==> src/rtl/p405s_dcu_tag_arb.sv <==
// Data-cache tag array arbiter: linefill writes, CPU lookups and a 256-set flash-invalidate sweep
// share one tag port; every array-side control is registered one cycle after its grant.
module p405s_dcu_tag_arb (
  input  logic        CB,
  input  logic        resetN,
  input  logic        lkupReq,
  input  logic [0:9]  lkupIndex,
  output logic        lkupGnt,
  output logic        lkupRdy,
  input  logic        fillReq,
  input  logic [0:9]  fillIndex,
  input  logic [0:20] fillTag,
  input  logic        fillWay,
  input  logic        fillValid,
  input  logic        fillU0,
  output logic        fillAck,
  input  logic        sweepStart,
  output logic        sweepBusy,
  output logic        sweepDone,
  input  logic        bist_mode,
  output logic [0:9]  tagIndex,
  output logic [0:20] dataIn,
  output logic        newValidIn,
  output logic        wbU0AttrL1,
  output logic        tagReadNotWrite_In,
  output logic        tagReadWriteCycle_In,
  output logic        writeTagA0,
  output logic        writeTagA1,
  output logic        writeTagB0,
  output logic        writeTagB1
);

  typedef enum logic [1:0] {IDLE, SWEEP, DRAIN} state_t;

  state_t     state, stateNext;
  logic [7:0] cnt, cntNext;
  logic       pend, pendNext;
  logic       sweepStep;
  logic       gntD1;

  always_comb begin
    stateNext = state;
    cntNext   = cnt;
    pendNext  = pend;
    lkupGnt   = 1'b0;
    fillAck   = 1'b0;
    sweepStep = 1'b0;
    case (state)
      IDLE: begin
        // sweepBusy is still high for the cycle after DRAIN, keeping the port quiet until sweepDone
        if (!sweepBusy) begin
          if (bist_mode) begin
            if (sweepStart) pendNext = 1'b1;
          end else begin
            if (fillReq) fillAck = 1'b1;
            else if (!(sweepStart || pend)) lkupGnt = lkupReq;
            if (sweepStart || pend) begin
              stateNext = SWEEP;
              pendNext  = 1'b0;
            end
          end
        end
      end
      SWEEP: begin
        if (!bist_mode) begin
          sweepStep = 1'b1;
          cntNext   = cnt + 8'd1;
          if (cnt == 8'hFF) stateNext = DRAIN;
        end
      end
      DRAIN:   stateNext = IDLE;
      default: stateNext = IDLE;
    endcase
  end

  always_ff @(posedge CB or negedge resetN) begin
    if (!resetN) begin
      state                <= IDLE;
      cnt                  <= '0;
      pend                 <= 1'b0;
      sweepBusy            <= 1'b0;
      sweepDone            <= 1'b0;
      gntD1                <= 1'b0;
      lkupRdy              <= 1'b0;
      tagIndex             <= '0;
      dataIn               <= '0;
      newValidIn           <= 1'b0;
      wbU0AttrL1           <= 1'b0;
      tagReadNotWrite_In   <= 1'b1;
      tagReadWriteCycle_In <= 1'b0;
      writeTagA0           <= 1'b0;
      writeTagA1           <= 1'b0;
      writeTagB0           <= 1'b0;
      writeTagB1           <= 1'b0;
    end else begin
      state     <= stateNext;
      cnt       <= cntNext;
      pend      <= pendNext;
      sweepBusy <= (stateNext != IDLE) || (state == DRAIN);
      sweepDone <= (state == DRAIN);
      gntD1     <= lkupGnt;
      lkupRdy   <= gntD1;
      if (fillAck) begin
        tagIndex             <= fillIndex;
        dataIn               <= fillTag;
        newValidIn           <= fillValid;
        wbU0AttrL1           <= fillU0;
        tagReadNotWrite_In   <= 1'b0;
        tagReadWriteCycle_In <= 1'b1;
        writeTagA0           <= ~fillWay;
        writeTagA1           <= ~fillWay;
        writeTagB0           <= fillWay;
        writeTagB1           <= fillWay;
      end else if (lkupGnt) begin
        tagIndex             <= lkupIndex;
        tagReadNotWrite_In   <= 1'b1;
        tagReadWriteCycle_In <= 1'b1;
        writeTagA0           <= 1'b0;
        writeTagA1           <= 1'b0;
        writeTagB0           <= 1'b0;
        writeTagB1           <= 1'b0;
      end else if (sweepStep) begin
        tagIndex             <= {1'b0, cnt, 1'b0};
        dataIn               <= '0;
        newValidIn           <= 1'b0;
        wbU0AttrL1           <= 1'b0;
        tagReadNotWrite_In   <= 1'b0;
        tagReadWriteCycle_In <= 1'b1;
        writeTagA0           <= 1'b1;
        writeTagA1           <= 1'b1;
        writeTagB0           <= 1'b1;
        writeTagB1           <= 1'b1;
      end else begin
        tagReadNotWrite_In   <= 1'b1;
        tagReadWriteCycle_In <= 1'b0;
        writeTagA0           <= 1'b0;
        writeTagA1           <= 1'b0;
        writeTagB0           <= 1'b0;
        writeTagB1           <= 1'b0;
      end
    end
  end

endmodule

==> config.mk <==
export PLATFORM = sky130hd
export DESIGN_NAME = p405s_dcu_tag_arb
export DESIGN_NICKNAME = d
export VERILOG_FILES = /design/src/rtl/p405s_dcu_tag_arb.sv
export SDC_FILE = /design/constraint.sdc
export NUM_CORES = 1
export LEC_CHECK = 0
export BUFFER_PORTS_ARGS = -buffer_cell sky130_fd_sc_hd__buf_4
export CAP_MARGIN = 20
export CORE_ASPECT_RATIO = 1.75
export CORE_UTILIZATION = 45
export CTS_CLUSTER_DIAMETER = 60
export DETAILED_ROUTE_END_ITERATION = 16
export PLACE_DENSITY = 0.75
export SLEW_MARGIN = 20
export SYNTH_ARGS = -nofsm -noshare
export SYNTH_HDL_FRONTEND = slang
export SYNTH_SLANG_ARGS = --single-unit
==> constraint.sdc <==
create_clock -name CB -period 1.9 [get_ports CB]
set_clock_uncertainty 0.15 [all_clocks]
set_input_delay 0.38 -clock CB [delete_from_list [all_inputs] [get_ports CB]]
set_output_delay 0.38 -clock CB [all_outputs]
set_load 0.005 [all_outputs]
==> results_dict.tcl, run 1 <==
set metrics [dict create \
    area.growth.synth_to_final_pct 40.5 \
    routed_wl_microns 5120 \
    hold_path.class "primary input to flop" \
    cp.arrival_ns 1.40 \
    synthesis.area_sq_mm 0.00222 \
    diodes 0 \
    dr_total_vias 1799 \
    avgSynthCellArea_sq_um 12.5 \
    period_share 1.02 \
    syn-instance-count 177 \
    post-place-ws_ns 0.0199 \
    clock_latency_ns 0.29 \
    hpwl_microns 3680 \
    antenna_found_initial 0 \
    power.internal_w 0.00210 \
    place.gp.congestion 0.840 \
    overflow 0 \
    cp-startpoint "state[1]" \
    setup_viol 1 \
    final_hold_viol_count 0 \
    first_pass_iters 4 \
    startpoint_type "flop" \
    synth.largest_area_cell "dfrtp_1" \
    hold-path-cell-count 2 \
    cts_buffers 5 \
    swShare 0.309 \
    setup_slack_ns -0.0299 \
    wl_per_cell_microns 15.2 \
    fin_nets 334 \
    synth_area_leaders "dfrtp_1 (58%), a22o_1 (9.1%), nand2_1 (3.2%), o221ai_1 (3.2%), buf_6 (3.0%)" \
    cts_tree "built" \
    reg2reg_from "state[1]" \
    start_util 0.471 \
    whs_ns 0.112 \
    rrSetupSlack_ns 0.10 \
    synth-seq-cells 52 \
    cts_sinks 52 \
    htreeDepth 2 \
    yosysTopAreaCellShare 0.576 \
    max-vdd-ir-drop_mv 0.684 \
    layout-drive-gt1-share 0.465 \
    fin_crit_ns 1.93 \
    crit_fanout 4 \
    violations "setup timing" \
    fin_util 0.662 \
    rsz0062_at_grt "true" \
    die_h_microns 94.9 \
    reg2regPathDepth 5 \
    r2r-end "tagIndex[1]" \
    pin_count 94 \
    p_per_area_mw_per_mm2 974 \
    fin_area_sq_mm 0.00311 \
    clk_pin_slew_worst_paths_ns 0.09 \
    drtIter0Drc 29 \
    cap_violations 0 \
    p_leak_nw 1.54 \
    seqPwrFrac 0.501 \
    ant_nets 0 \
    max_slew.worst_pin.slew_ns 0.646 \
    core_sq_mm 0.00471 \
    layout_common_cells "buf_4 (108), dfrtp_1 (50), a22o_1 (23)" \
    critPathCaptureType "output pin" \
    placed_area_sq_mm 0.00296 \
    seq_area_frac_synth 0.587 \
    die-area_sq_mm 0.00522 \
    p_comb_frac 0.302 \
    yosysUniqueCellTypes 37 \
    dieWidth_microns 55.1 \
    drc 0 \
    clock_path_buffers 2 \
    cts_root_buf "clkbuf_8" \
    syn-num-nets 228 \
    grt_usage 0.192 \
    fmax_ghz 0.518 \
    max_slew_margin 0.570 \
    clkPwrFrac 0.197 \
    grt_pass1_vias 1560 \
    status "finished, violations left" \
    num_rows 33 \
    endpoint "lkupGnt" \
    switchingPower_w 0.000936 \
    slew_viol_final 0 \
    grt_max_degree 53 \
    io_buffers 93 \
    grt_pass1_wl_microns 7190 \
    timing_worst_setup_path_type "flop to output pin" \
    final_common_cell "buf_4" \
    required_ns 1.37 \
    via_per_inst 5.35 \
    ys_warn_count 0 \
]
==> critical path: stages, from the launching register on <==
cell	delay (ns)
dfrtp_1	0.41
nor4_4	0.36
and2_4	0.24
buf_6	0.10
==> final cells by class <==
class	count	area, sq um
clock buffers	6	72.6
repair buffers	111	843
multi-input cells	111	805
clock inverters	2	12.5
well taps	52	65.1
inverters	2	12.5
flip-flops and latches	52	1300
fillers	395	1590
==> state kept, by name (all words and copies together) (netlist names), 2 cells and up <==
| name | cells |
|---|---|
| cnt | 8 |
| dataIn | 21 |
| state | 2 |
| tagIndex | 10 |
==> worst min-delay path by stage <==
| stage | start | to | slack, ns |
|---|---|---|---|
| after floorplan | resetN | cnt[0] | -0.07 |
| after global placement | gntD1 | lkupRdy | 0.18 |
| after detailed placement | gntD1 | lkupRdy | 0.20 |
| after CTS | fillWay | writeTagA1 | 0.10 |
| after global routing | fillWay | writeTagA1 | 0.11 |
| final | fillWay | writeTagA1 | 0.11 |
==> cells by family after synthesis <==
| logic type | synth area share |
|---|---|
| and+or+nand+nor | 0.129 |
| DFF | 0.587 |
| AOI/OAI and AO/OA | 0.191 |
| buffers and inverters | 0.0536 |
| xor gates and xnor gates | 0.0277 |
| muxes | 0.00508 |
| adders and majority gates | 0.00564 |
==> cell usage after synthesis (all sizes together) <==
cell type and n:
dfrtp 51, a22o 23, nand2 20, buf 12, nor2 10, o211ai 8, o221ai 8, xnor2 5
nand4 4, nor3 4, a21oi 3, nand2b 3, a211o 2, a2bb2oi 2, nand3 2, nor2b 2
nor3b 2, nor4 2, o21a 2, o21ai 2, xor2 2, and2 1, and3 1, clkinv 1
dfstp 1, ha 1, inv 1, mux2 1, nor4b 1
==> through the flow <==
| stage | TNS (ns) | power [W] | instances |
|---|---|---|---|
| 4_1_cts | -0.0518 | 0.00306 | 331 |
| 3_5_place_dp | 0 | 0.00243 | 320 |
| 5_1_grt | -0.119 | 0.00321 | 336 |
| 3_3_place_gp | 0 | 0.00241 | 320 |
| 2_1_floorplan | 0 | 0.00200 | 177 |
| 6_report | -0.0299 | 0.00303 | 336 |
==> power groups by stage <==
stage	Combinational, W	Sequential, W	Clock [W]
after floorplan	0.000481	0.00152	0
after global placement	0.000871	0.00154	0
after detailed placement	0.000888	0.00155	0
after CTS	0.000925	0.00152	0.000621
after global routing	0.00101	0.00154	0.000662
final	0.000917	0.00152	0.000597
==> what timing repair did <==
item	in CTS	in global routing
pin swaps	4	1
gates resized for setup	3	3
hold endpoints to repair	51	0
buffers inserted	3	5
hold buffers	1	0
setup endpoints to repair	2	2
==> per-layer routing <==
layer  wire length (microns)  global-route usage
met4                      88              0.0729
met1                    2070               0.230
met2                    2670               0.330
met5                       0                   0
met3                     295              0.0322
Power figures use the tool's default switching activity.
==> run 2: changes to the inputs <==
Settings changed: ABC_AREA from default to 1, PLACE_DENSITY 0.75 to 0.74.
==> results_dict.tcl, run 2 <==
set metrics [dict create \
    status "finished, final reports clean" \
    regMostFlops "dataIn" \
    avgSynthCellArea_sq_um 10.2 \
    hold_path.class "primary input to flop" \
    placed_area_sq_mm 0.00300 \
    fin_setup_tns_ns 0 \
    slew_viol_final 0 \
    synth-xor-area-share 0.0229 \
    fin_util 0.641 \
    synth-compound-area-share 0.0972 \
    cts_root_buf "clkbuf_8" \
    cp-startpoint "state[1]" \
    critPathCaptureType "output pin" \
    start_util 0.464 \
    layout_common_cells "buf_4 (97), dfrtp_1 (49), nand2_1 (46)" \
    core_sq_mm 0.00493 \
    timing_worst_setup_path_type "flop to output pin" \
    fin_crit_ns 1.83 \
    wl_per_cell_microns 13.5 \
    fin_nets 372 \
    die_h_microns 96.4 \
    synthesis.area_sq_mm 0.00229 \
    die-area_sq_mm 0.00539 \
    power.internal_w 0.00228 \
    place.gp.congestion 0.817 \
    rsz0062_at_grt "false" \
    drc 0 \
    overflow 0 \
    ant_nets 0 \
    max_slew_margin 0.570 \
    cap_violations 0 \
    grt_pass1_vias 1872 \
    grt_pass1_wl_microns 8450 \
    max-vdd-ir-drop_mv 0.903 \
    drtIter0Drc 121 \
    layout-drive-gt1-share 0.398 \
    grt_max_degree 53 \
    synth_edf_count 0 \
    antenna_found_initial 0 \
    yosysUniqueCellTypes 29 \
    clk_pin_slew_worst_paths_ns 0.09 \
    period_share 0.962 \
    cts_tree "built" \
    synth-seq-cells 52 \
    synth-simple-area-share 0.245 \
    syn-num-nets 275 \
    swShare 0.318 \
    synth.largest_area_cell "dfrtp_1" \
    routed_wl_microns 5090 \
    final_hold_viol_count 0 \
    synth_area_leaders "dfrtp_1 (56%), a22o_1 (8.8%), nand2_1 (7.5%), nand3_1 (4.8%), nor2_1 (4.8%)" \
    htreeDepth 2 \
    dieWidth_microns 55.9 \
    synth_common_cells "dfrtp_1 (51), nand2_1 (46), nor2_1 (29)" \
    reg2regPathDepth 9 \
    seqPwrFrac 0.453 \
    clkPwrFrac 0.234 \
    min_to "writeTagA1" \
    async_reset_ff_frac 1.00 \
    ys_warn_count 0 \
    grt_usage 0.200 \
    post-place-ws_ns 0.198 \
    cp.arrival_ns 1.30 \
    synth_top_family_by_area "simple AND/OR/NAND/NOR gates" \
    final_common_cell "buf_4" \
    via_per_inst 5.03 \
    clock_path_buffers 2 \
    hpwl_microns 3770 \
    syn-instance-count 224 \
    yosysTopAreaCellShare 0.557 \
    synth_mux_area_frac 0.00492 \
    pin_count 94 \
    reg2reg_from "state[0]" \
    fin_area_sq_mm 0.00316 \
    synthAdderAreaFrac 0.00546 \
    min_from "fillWay" \
    max_slew.worst_pin.slew_ns 0.645 \
    clock_latency_ns 0.30 \
    setup_slack_ns 0.0725 \
    largest_reg_flops 21 \
    top_regs "dataIn (21), tagIndex (10), cnt (8)" \
    cts_buffers 5 \
    io_buffers 93 \
    first_pass_iters 4 \
    switchingPower_w 0.00106 \
    num_rows 34 \
    area.growth.synth_to_final_pct 38.0 \
    fmax_ghz 0.547 \
    p_comb_frac 0.312 \
    r2r-end "tagIndex[2]" \
    dr_total_vias 1893 \
    required_ns 1.37 \
    startpoint_type "flop" \
    p_leak_nw 1.68 \
    ys.flop_type "dfrtp_1" \
    setup_viol 0 \
    seq_area_frac_synth 0.569 \
    hold-path-cell-count 2 \
    rrSetupSlack_ns 0.28 \
    crit_fanout 9 \
    p_per_area_mw_per_mm2 1060 \
    diodes 0 \
    cts_sinks 52 \
    yosysMostFrequentCell "dfrtp_1" \
    whs_ns 0.125 \
]
## run 2: per-stage QoR
stage,power [W],std cells
floorplan,0.00214,224
global placement,0.00253,365
detailed placement,0.00256,365
CTS,0.00335,375
global route,0.00358,376
finish,0.00334,376
## run 2: routing by layer
| layer | routed length, microns | global-route usage |
|---|---|---|
| met3 | 314 | 0.0413 |
| met2 | 2700 | 0.357 |
| met4 | 69 | 0.0732 |
| met1 | 2000 | 0.238 |
| met5 | 0 | 0 |
## run 2: cells by family after synthesis
family | count (synthesis)
XOR/XNOR | 6
flip-flops | 52
AO/OA/AOI/OAI | 27
multiplexers | 1
buffers and inverters | 23
AND/OR/NAND/NOR | 114
adder cells (fa/ha/maj) | 1
## run 2: power groups by stage
stage                     clock, W  sequential (W)  combinational, W
final                     0.000781         0.00151           0.00104
after global routing      0.000840         0.00155           0.00119
after CTS                 0.000801         0.00152           0.00103
after detailed placement         0         0.00154           0.00102
after global placement           0         0.00153          0.000995
after floorplan                  0         0.00152          0.000621
## run 2: worst max-delay path by stage
stage,end,slack [ns],cells after the start
final,fillAck,0.07,4
after global routing,fillAck,0.004,4
after CTS,lkupGnt,0.02,4
after detailed placement,lkupGnt,0.20,5
after global placement,lkupGnt,0.22,5
after floorplan,fillAck,0.31,4
## run 2: layout make-up
cell class / instances / area, sq um
Fill cell: 448 / 1770
Sequential cell: 52 / 1310
Multi-Input combinational cell: 149 / 866
Timing Repair Buffer: 98 / 738
Clock buffer: 6 / 82.6
Tap cell: 54 / 67.6
Inverter: 15 / 63.8
Clock inverter: 2 / 38.8
## run 2: timing repair
item | CTS | global route
buffers inserted | 1 | 1
endpoints found under the setup margin | 2 | 2
gates cloned | 0 | 0
gates resized for setup | 1 | 4
hold endpoints to repair | 51 | 0
hold buffers | 1 | 0
pin swaps | 1 | 1
## run 2: worst max-delay path: stages (launching register included)
cell and delay, ns:
dfrtp_2 0.45, nor2_4 0.16, nand3_4 0.15, inv_6 0.12, buf_4 0.11
==> run 3: changes to the inputs <==
Settings changed: CORE_MARGIN from default to 1, CORE_UTILIZATION 45 to 48, PLACE_DENSITY 0.74 to 0.79.
==> results_dict.tcl, run 3 (synthesized netlist as in run 2, its figures left out) <==
set metrics [dict create \
    multi_input_area_sq_um 868 \
    fin_nets 378 \
    routed_wl_microns 5060 \
    path_cells "nor2_4, nand3_2, nor2_4, buf_6" \
    area.growth.synth_to_final_pct 39.5 \
    cp_common_cell "nor2_4" \
    start_util 0.511 \
    path_buf_inv 1 \
    hpwl_microns 3690 \
    htreeDepth 2 \
    cts_tree "built" \
    clock_latency_ns 0.29 \
    regArea_sq_mm 0.00130 \
    io_buffers 93 \
    startpoint_type "flop" \
    die-area_sq_mm 0.00506 \
    fmax_ghz 0.526 \
    crit_fanout 4 \
    grt_max_degree 53 \
    max_slew_margin 0.582 \
    pin_count 94 \
    wl_per_cell_microns 13.3 \
    via_per_inst 5.05 \
    final_common_cell "buf_4" \
    rsz0062_at_grt "true" \
    final_hold_viol_count 0 \
    core_sq_mm 0.00448 \
    fill_cells 342 \
    violations "setup timing" \
    cts_root_buf "clkbuf_8" \
    regMostFlops "dataIn" \
    hold_path.class "primary input to flop" \
    critPathCaptureType "output pin" \
    timing_worst_setup_path_type "flop to output pin" \
    grt_pass1_wl_microns 7760 \
    clk_pin_slew_worst_paths_ns 0.09 \
    p_per_area_mw_per_mm2 1040 \
    required_ns 1.37 \
    clock_path_buffers 2 \
    cts_buffers 5 \
    largest_reg_flops 21 \
    cpPeakStageDelay_ns 0.44 \
    place.gp.congestion 0.804 \
    crit_family "simple AND/OR/NAND/NOR gates" \
    post-place-ws_ns 0.214 \
    top_regs "dataIn (21), tagIndex (10), cnt (8)" \
    fin_area_sq_mm 0.00320 \
    slew_viol_final 0 \
    cts_sinks 52 \
    max-vdd-ir-drop_mv 0.921 \
    drc 0 \
    status "finished, violations left" \
    diodes 0 \
    setup_viol 1 \
    grt_usage 0.206 \
    ant_nets 0 \
    layout_common_cells "buf_4 (102), dfrtp_1 (51), nand2_1 (46)" \
    dr_total_vias 1913 \
    antenna_found_initial 0 \
    fin_crit_ns 1.90 \
    layout-drive-gt1-share 0.405 \
    max_slew.worst_pin.slew_ns 0.628 \
    period_share 1.00 \
    cp_slowest_cell "dfrtp_1" \
    first_pass_iters 4 \
    placed_area_sq_mm 0.00301 \
    grt_pass1_vias 1809 \
    p_leak_nw 1.71 \
    overflow 0 \
    dieWidth_microns 54.2 \
    drtIter0Drc 28 \
    cp.arrival_ns 1.37 \
    num_rows 32 \
    setup_slack_ns -0.000810 \
    cap_violations 0 \
    die_h_microns 93.4 \
]
## run 3: cell types whose count changed in the layout (fill, tap and decap cells not counted), sizes merged
cell      before  now
clkinvlp       0    1
clkbuf         6    5
buf           97  103
## run 3: report_power, final
group          total [W]  leakage [nW]  internal (W)  switching, W
clock           0.000731        0.0541      0.000390      0.000341
sequential       0.00152         0.687       0.00133      0.000189
combinational    0.00107         0.971      0.000530      0.000543
total            0.00333          1.71       0.00225       0.00107
## run 3: worst register-to-register path, cell delays in order, from the launching register on
cell and delay (ns):
dfrtp_1 0.44, nor2_4 0.21, buf_4 0.14, nand2_2 0.08, nor2_4 0.22, nand2_2 0.16, nand2_1 0.09, nand3_1 0.06
nand2_1 0.07, nand2_1 0.05
## run 3: layout make-up
type	instances	area share
clock buffer	5	0.0215
multi-input combinational	149	0.272
sequential	52	0.407
timing repair buffer	104	0.246
tap	51	0.0200
inverter	15	0.0200
clock inverter	3	0.0133
## run 3: worst paths after layout
| kind | startpoint | depth (start not counted) | slack [ns] | end |
|---|---|---|---|---|
| worst min register to register | gntD1 | 0 | 0.21 | lkupRdy |
| worst max register to register | state[1] | 9 | 0.12 | tagIndex[5] |
| min in group asynchronous | resetN | 2 | 0.50 | dataIn[11] |
| worst max-delay path | state[1] | 4 | -0.0008 | lkupGnt |
| worst min-delay path | fillWay | 3 | 0.14 | writeTagB1 |
| max in group asynchronous | resetN | 2 | 0.68 | dataIn[8] |
## run 3: timing repair
| action | CTS | global route |
|---|---|---|
| hold buffers | 1 | 0 |
| resized for setup | 3 | 2 |
| setup endpoints to repair | 2 | 8 |
| buffers inserted | 1 | 6 |
| pin swaps | 3 | 3 |
| endpoints found under the hold margin | 51 | 0 |
## run 3: metrics by stage
step | instances | utilization | power (W) | hold slack, ns | TNS [ns]
after global placement | 363 | 0.670 | 0.00254 | 0.183 | 0
after CTS | 373 | 0.702 | 0.00335 | 0.132 | -0.0206
after detailed placement | 363 | 0.670 | 0.00258 | 0.194 | 0
final | 379 | 0.713 | 0.00333 | 0.139 | -0.000810
after global routing | 379 | 0.713 | 0.00355 | 0.139 | -0.0997
after floorplan | 224 | - | 0.00214 | -0.0656 | 0
## run 3: layer usage
layer | vias up | wire (microns) | share of wire | GRT usage
li1 | 948 | - | - | -
met1 | 899 | 1950 | 0.38 | 0.230
met2 | 61 | 2750 | 0.54 | 0.380
met3 | 5 | 314 | 0.062 | 0.0325
met4 | 0 | 43 | 0.0085 | 0.0577
met5 | - | 0 | 0 | 0
